**src/rtl/counter_pkg.sv**
```systemverilog
// Shared types and constants for the three-digit BCD counter and its
// seven-segment decoders.
package counter_pkg;

    localparam int unsigned DIGIT_W    = 4;
    localparam int unsigned SEG_W      = 7;
    localparam int unsigned NUM_DIGITS = 3;
    localparam int unsigned PUSH_W     = 2;

    typedef logic [DIGIT_W-1:0] bcd_t;
    typedef logic [SEG_W-1:0]   seg_t;

    localparam bcd_t DIGIT_MAX = 4'd9;

    // Segment images {g,f,e,d,c,b,a}, active-high.
    localparam seg_t SEG_0   = 7'b0111111;
    localparam seg_t SEG_1   = 7'b0000110;
    localparam seg_t SEG_2   = 7'b1011011;
    localparam seg_t SEG_3   = 7'b1001111;
    localparam seg_t SEG_4   = 7'b1100110;
    localparam seg_t SEG_5   = 7'b1101101;
    localparam seg_t SEG_6   = 7'b1111101;
    localparam seg_t SEG_7   = 7'b0000111;
    localparam seg_t SEG_8   = 7'b1111111;
    localparam seg_t SEG_9   = 7'b1101111;
    localparam seg_t SEG_OFF = 7'b0000000;

endpackage

```
**src/rtl/bcd_to_7seg.sv**
```systemverilog
// BCD digit to seven-segment decoder. Non-BCD inputs blank the digit.
// Ports:
//   bcd_i  BCD digit 0-9 (10-15 -> all segments off)
//   seg_o  segment image {g,f,e,d,c,b,a}, inverted when SEG_ACTIVE_LOW=1
module bcd_to_7seg
    import counter_pkg::*;
#(
    parameter bit SEG_ACTIVE_LOW = 1'b0
) (
    input  logic [DIGIT_W-1:0] bcd_i,
    output logic [SEG_W-1:0]   seg_o
);

    seg_t seg_c;

    // Active-high pattern lookup.
    always_comb begin
        seg_c = SEG_OFF;
        case (bcd_i)
            4'd0:    seg_c = SEG_0;
            4'd1:    seg_c = SEG_1;
            4'd2:    seg_c = SEG_2;
            4'd3:    seg_c = SEG_3;
            4'd4:    seg_c = SEG_4;
            4'd5:    seg_c = SEG_5;
            4'd6:    seg_c = SEG_6;
            4'd7:    seg_c = SEG_7;
            4'd8:    seg_c = SEG_8;
            4'd9:    seg_c = SEG_9;
            default: seg_c = SEG_OFF;
        endcase
    end

    assign seg_o = SEG_ACTIVE_LOW ? ~seg_c : seg_c;

endmodule

```
**src/rtl/master_counter.sv**
```systemverilog
// Three-digit BCD up/down counter driven by two active-low buttons.
// Ports:
//   Clk        system clock
//   Rst        asynchronous active-low reset
//   Push       buttons, active-low: [1] = UP, [0] = DOWN, 2'b11 = idle
//   Cnt_o_LED  BCD count {hundreds, tens, ones}
//   Cnt_o_FND  seven-segment images {hundreds, tens, ones}, combinational
//   Carry      one-cycle pulse on 999->000 or 000->999
module master_counter
    import counter_pkg::*;
#(
    parameter bit SEG_ACTIVE_LOW = 1'b0
) (
    input  logic        Clk,
    input  logic        Rst,
    input  logic [1:0]  Push,
    output logic [11:0] Cnt_o_LED,
    output logic [20:0] Cnt_o_FND,
    output logic        Carry
);

    localparam int unsigned UP_BIT = 1;
    localparam int unsigned DN_BIT = 0;
    localparam int unsigned ARM_W  = 3;

    logic [PUSH_W-1:0]     sync1_q;
    logic [PUSH_W-1:0]     sync2_q;
    logic [PUSH_W-1:0]     prev_q;
    logic [ARM_W-1:0]      arm_q;
    bcd_t [NUM_DIGITS-1:0] digit_q;
    bcd_t [NUM_DIGITS-1:0] digit_d;
    logic                  carry_q;
    logic                  carry_d;
    logic                  up_evt;
    logic                  dn_evt;
    logic                  ripple;

    // Synchronizer, previous-value register and count state.
    // arm_q fills with ones after reset; its top bit marks the first cycle in
    // which prev_q holds a real button sample rather than its reset value, so
    // a button held through reset release is not mistaken for a new press.
    always_ff @(posedge Clk or negedge Rst) begin
        if (!Rst) begin
            sync1_q <= '1;
            sync2_q <= '1;
            prev_q  <= '1;
            arm_q   <= '0;
            digit_q <= '0;
            carry_q <= 1'b0;
        end else begin
            sync1_q <= Push;
            sync2_q <= sync1_q;
            prev_q  <= sync2_q;
            arm_q   <= {arm_q[ARM_W-2:0], 1'b1};
            digit_q <= digit_d;
            carry_q <= carry_d;
        end
    end

    // Press detection and cascaded BCD increment/decrement.
    always_comb begin
        up_evt  = 1'b0;
        dn_evt  = 1'b0;
        digit_d = digit_q;
        carry_d = 1'b0;
        ripple  = 1'b1;

        if (arm_q[ARM_W-1]) begin
            up_evt = prev_q[UP_BIT] & ~sync2_q[UP_BIT];
            dn_evt = prev_q[DN_BIT] & ~sync2_q[DN_BIT];
        end

        if (up_evt && !dn_evt) begin
            for (int unsigned i = 0; i < NUM_DIGITS; i++) begin
                if (ripple) begin
                    if (digit_q[i] == DIGIT_MAX) begin
                        digit_d[i] = '0;
                    end else begin
                        digit_d[i] = digit_q[i] + 4'd1;
                        ripple     = 1'b0;
                    end
                end
            end
            carry_d = ripple;
        end else if (dn_evt && !up_evt) begin
            for (int unsigned i = 0; i < NUM_DIGITS; i++) begin
                if (ripple) begin
                    if (digit_q[i] == '0) begin
                        digit_d[i] = DIGIT_MAX;
                    end else begin
                        digit_d[i] = digit_q[i] - 4'd1;
                        ripple     = 1'b0;
                    end
                end
            end
            carry_d = ripple;
        end
    end

    assign Cnt_o_LED = digit_q;
    assign Carry     = carry_q;

    bcd_to_7seg #(.SEG_ACTIVE_LOW(SEG_ACTIVE_LOW)) u_seg_hun (
        .bcd_i (digit_q[2]),
        .seg_o (Cnt_o_FND[20:14])
    );

    bcd_to_7seg #(.SEG_ACTIVE_LOW(SEG_ACTIVE_LOW)) u_seg_ten (
        .bcd_i (digit_q[1]),
        .seg_o (Cnt_o_FND[13:7])
    );

    bcd_to_7seg #(.SEG_ACTIVE_LOW(SEG_ACTIVE_LOW)) u_seg_one (
        .bcd_i (digit_q[0]),
        .seg_o (Cnt_o_FND[6:0])
    );

endmodule

```
**config.mk**
```make
export PLATFORM = sky130hd
export DESIGN_NAME = master_counter
export DESIGN_NICKNAME = d
export VERILOG_FILES = /design/src/rtl/counter_pkg.sv /design/src/rtl/bcd_to_7seg.sv /design/src/rtl/master_counter.sv
export SDC_FILE = /design/constraint.sdc
export NUM_CORES = 1
export LEC_CHECK = 0
export ABC_AREA = 1
export CORE_MARGIN = 2
export CORE_UTILIZATION = 50
export CTS_BUF_LIST = sky130_fd_sc_hd__clkbuf_4
export CTS_CLUSTER_DIAMETER = 120
export DETAILED_ROUTE_END_ITERATION = 10
export HOLD_SLACK_MARGIN = 0.1
export PLACE_DENSITY = 0.78
export SETUP_SLACK_MARGIN = 0.05
export SYNTH_ARGS = -nofsm -noshare
export SYNTH_HDL_FRONTEND = slang
export SYNTH_SLANG_ARGS = --single-unit
```
**constraint.sdc**
```tcl
create_clock -name Clk -period 3.1 [get_ports Clk]
set_input_delay 0.465 -clock Clk [delete_from_list [all_inputs] [get_ports Clk]]
set_output_delay 0.465 -clock Clk [all_outputs]
set_load 0.01 [all_outputs]
```
==> flow_metrics.env <==
export IMPL_numPlacedInstances=340
export IMPL_core_area_sq_um=3689
export IMPL_synth_avg_cell_area_sq_um=7.364
export IMPL_diodes=0
export IMPL_area_delta_synth_final_pct=21.79
export IMPL_crit_family="buffers and inverters"
export IMPL_r2r_setup_slack_ns=1.08
export IMPL_die_w_um=66.12
export IMPL_netlist_area_sq_um=1929
export IMPL_wl_mm=4.097
export IMPL_end_kind="output pin"
export IMPL_grt_usage_pct=21.08
export IMPL_grt_pass1_vias=1621
export IMPL_synthDominantCellAreaShare_pct=20.75
export IMPL_worst_slack_ns=0.3346
export IMPL_power_frac_comb_pct=69.1
export IMPL_post_cts_resize_count=0
export IMPL_cts_hold_buffers=0
export IMPL_vdd_ir_drop_max_mv=0.5739
export IMPL_cp_slowest_cell="dfrtp_1"
export IMPL_die_area_sq_um=4372
export IMPL_crit_chain="inv_1, o311ai_0, clkdlybuf4s50_1"
export IMPL_grt_max_degree=23
export IMPL_dp_hpwl_mm=3.032
export IMPL_synth_nets=292
export IMPL_hold_end="arm_q[1]$_DFF_PN0_"
export IMPL_clk_latency_ns=0.31
export IMPL_gp_congestion=0.8870
export IMPL_finalCriticalPeriod_ns=2.765
export IMPL_clock_skew_ns=0.01824
export IMPL_power_uw=2665
export IMPL_place_ws_ns=0.6720
export IMPL_synth_ff_type="dfrtp_1"
export IMPL_place_area_sq_um=2297
export IMPL_synth_area_leaders="dfrtp_1 21%, ha_1 17%, nand2_1 16%"
export IMPL_post_cts_buffers=0
export IMPL_gr_total_overflow=0
export IMPL_fin_setup_tns_ns=0
export IMPL_cts_htree_levels=1
export IMPL_routed_via_density=5.183
export IMPL_drt_iter0_drc=161
export IMPL_min_path_cells=0
export IMPL_ioPinCount=38
export IMPL_max_freq_mhz=361.6
export IMPL_final_max_slew_violation_count=0
export IMPL_p_seq_share_pct=22.6
export IMPL_slowest_delay_ns=0.74
export IMPL_cts_tree="built"
export IMPL_synth_warnings=0
export IMPL_cp_start_kind="flip-flop"
export IMPL_cp_required_ns=2.63
export IMPL_clkSinkCount=22
export IMPL_period_share_pct=89.21
export IMPL_antenna_violating_nets_post_route=0
export IMPL_async_flop_share_pct=100.0
export IMPL_final_hold_violation_count=0
export IMPL_clkTransAtPathRegs_ns=0.14
export IMPL_start_util_pct=52.31
export IMPL_grt_pass1_wl_mm=7.341
export IMPL_ys_seq_elements=22
export IMPL_p_leak_uw=0.001177
export IMPL_worst_pin_slew_ns=0.9956
export IMPL_yosys_top_cells_count="82 x nand2_1, 26 x ha_1, 23 x nor2_1"
export IMPL_port_buffers=37
export IMPL_synth_edf_count=0
export IMPL_ff2ff_path_depth=9
export IMPL_ys_seq_area_share_pct=28.92
export IMPL_power_switching_uw=1256
export IMPL_slew_headroom_pct=33.42
export IMPL_crit_arrival_ns=2.30
export IMPL_routedWlPerCell_um=11.91
export IMPL_status="finished, final reports clean"
export IMPL_timing_rr_end="Cnt_o_LED[8]$_DFFE_PN0P_"
export IMPL_cts_buffers=3
export IMPL_clock_path_buffers=2
export IMPL_yosysMostFrequentCell="nand2_1"
export IMPL_power_internal_uw=1409
export IMPL_setup_viol=0
export IMPL_stdcell_count=344
export IMPL_min_delay_start="arm_q[0]$_DFF_PN0_"
export IMPL_yosysTopAreaCell="dfrtp_1"
export IMPL_swShare_pct=47.12
export IMPL_drive_above_1_share_pct=8.784
export IMPL_critical_path_depth=3
export IMPL_p_per_area_nw_per_um2=1134
export IMPL_postSynthCellCount=262
export IMPL_reg2reg_from="prev_q[1]$_DFF_PN1_"
export IMPL_pwr_share_clk_pct=8.2
export IMPL_root_buffer="clkbuf_4"
export IMPL_antenna_found_initial=0
export IMPL_nets=327
export IMPL_maxCapViolCount=0
export IMPL_critPathKind="reg2out"
export IMPL_vias=1783
export IMPL_rsz0062_at_grt="no"
export IMPL_synth_cell_types=30
export IMPL_min_path_type="reg2reg"
export IMPL_crit_path_max_fanout=12
export IMPL_stdcell_area_sq_um=2350
export IMPL_die_h_um=66.12
export IMPL_drc_errors=0
export IMPL_path_buf_inv=2
export IMPL_num_rows=22
export IMPL_first_pass_iters=4
[metal layers]
layer / vias up / track usage [%] / routed length, um
met2: 52 / 34.88 / 1886
met5: - / 0 / 0
met3: 6 / 3.407 / 151
met4: 0 / 3.571 / 42
met1: 815 / 29.29 / 2017
li1: 910 / - / -
[logic make-up (layout without fill, tap and decap cells)]
family | after synthesis | after routing | share of synthesized area [%]
AND/OR/NAND/NOR | 143 | 143 | 34.31
buffers and inverters | 34 | 68 | 8.496
adder cells (fa/ha/maj) | 26 | 26 | 16.86
AO/OA/AOI/OAI | 33 | 33 | 9.857
XOR/XNOR | 3 | 3 | 1.362
other | 1 | 1 | 0.1944
flip-flops | 22 | 22 | 28.92
[how the worst max path moves through the flow]
stage | end | slack, ns | from
after floorplan | Cnt_o_FND[14] | 1.25 | Cnt_o_LED[9]$_DFFE_PN0P_
after CTS | Cnt_o_FND[5] | 0.30 | Cnt_o_LED[2]$_DFFE_PN0P_
after global routing | Cnt_o_FND[5] | 0.14 | Cnt_o_LED[2]$_DFFE_PN0P_
after global placement | Cnt_o_FND[7] | 0.77 | Cnt_o_LED[5]$_DFFE_PN0P_
final | Cnt_o_FND[5] | 0.33 | Cnt_o_LED[2]$_DFFE_PN0P_
after detailed placement | Cnt_o_FND[5] | 0.67 | Cnt_o_LED[2]$_DFFE_PN0P_
[flip-flops by register name, indices dropped and copies added (netlist names)]
signal / count
Cnt_o_LED: 12
prev_q: 2
arm_q: 3
sync2_q: 2
Carry: 1
sync1_q: 2
[cell usage in the layout (no fill, tap or decap)]
cell,instances
o21ai_0,9
inv_1,22
dfstp_2,6
xnor2_1,2
nor3_1,2
bufinv_16,1
nand2_2,1
a31oi_1,6
or2_1,1
nand2_1,82
o211ai_1,3
a21oi_1,11
or2_2,3
conb_1,1
nor2_4,2
o311ai_0,2
xor2_1,1
o21ai_1,1
nor2_1,23
inv_2,5
ha_1,26
nand2_4,2
dfrtp_1,16
o21bai_1,1
nand4_1,5
nand3_4,2
clkbuf_4,3
nand3_1,19
clkdlybuf4s50_1,37
nor2_8,1
[layout make-up]
type | count | area [sq um]
flip-flops and latches | 22 | 558.0
clock inverters | 1 | 30.03
multi-input cells | 206 | 1207
fillers | 341 | 1339
repair buffers | 37 | 370.4
inverters | 27 | 101.3
clock buffers | 3 | 22.52
well taps | 48 | 60.06
[stage by stage]
| stage | utilization (%) | hold WS, ns |
|---|---|---|
| 2_1_floorplan | - | 0.1694 |
| 3_3_place_gp | 62.28 | 0.3330 |
| 3_5_place_dp | 62.28 | 0.3389 |
| 4_1_cts | 63.70 | 0.3654 |
| 5_1_grt | 63.70 | 0.3721 |
| 6_report | 63.70 | 0.3619 |
[power groups by stage]
stage	Sequential (uW)	Combinational [uW]	Clock [uW]
2_1_floorplan	521	1140	0
3_3_place_gp	600	1810	0
3_5_place_dp	608	1840	0
4_1_cts	602	1850	226
5_1_grt	634	2070	244
6_report	603	1840	220
Power figures use the tool's default switching activity.
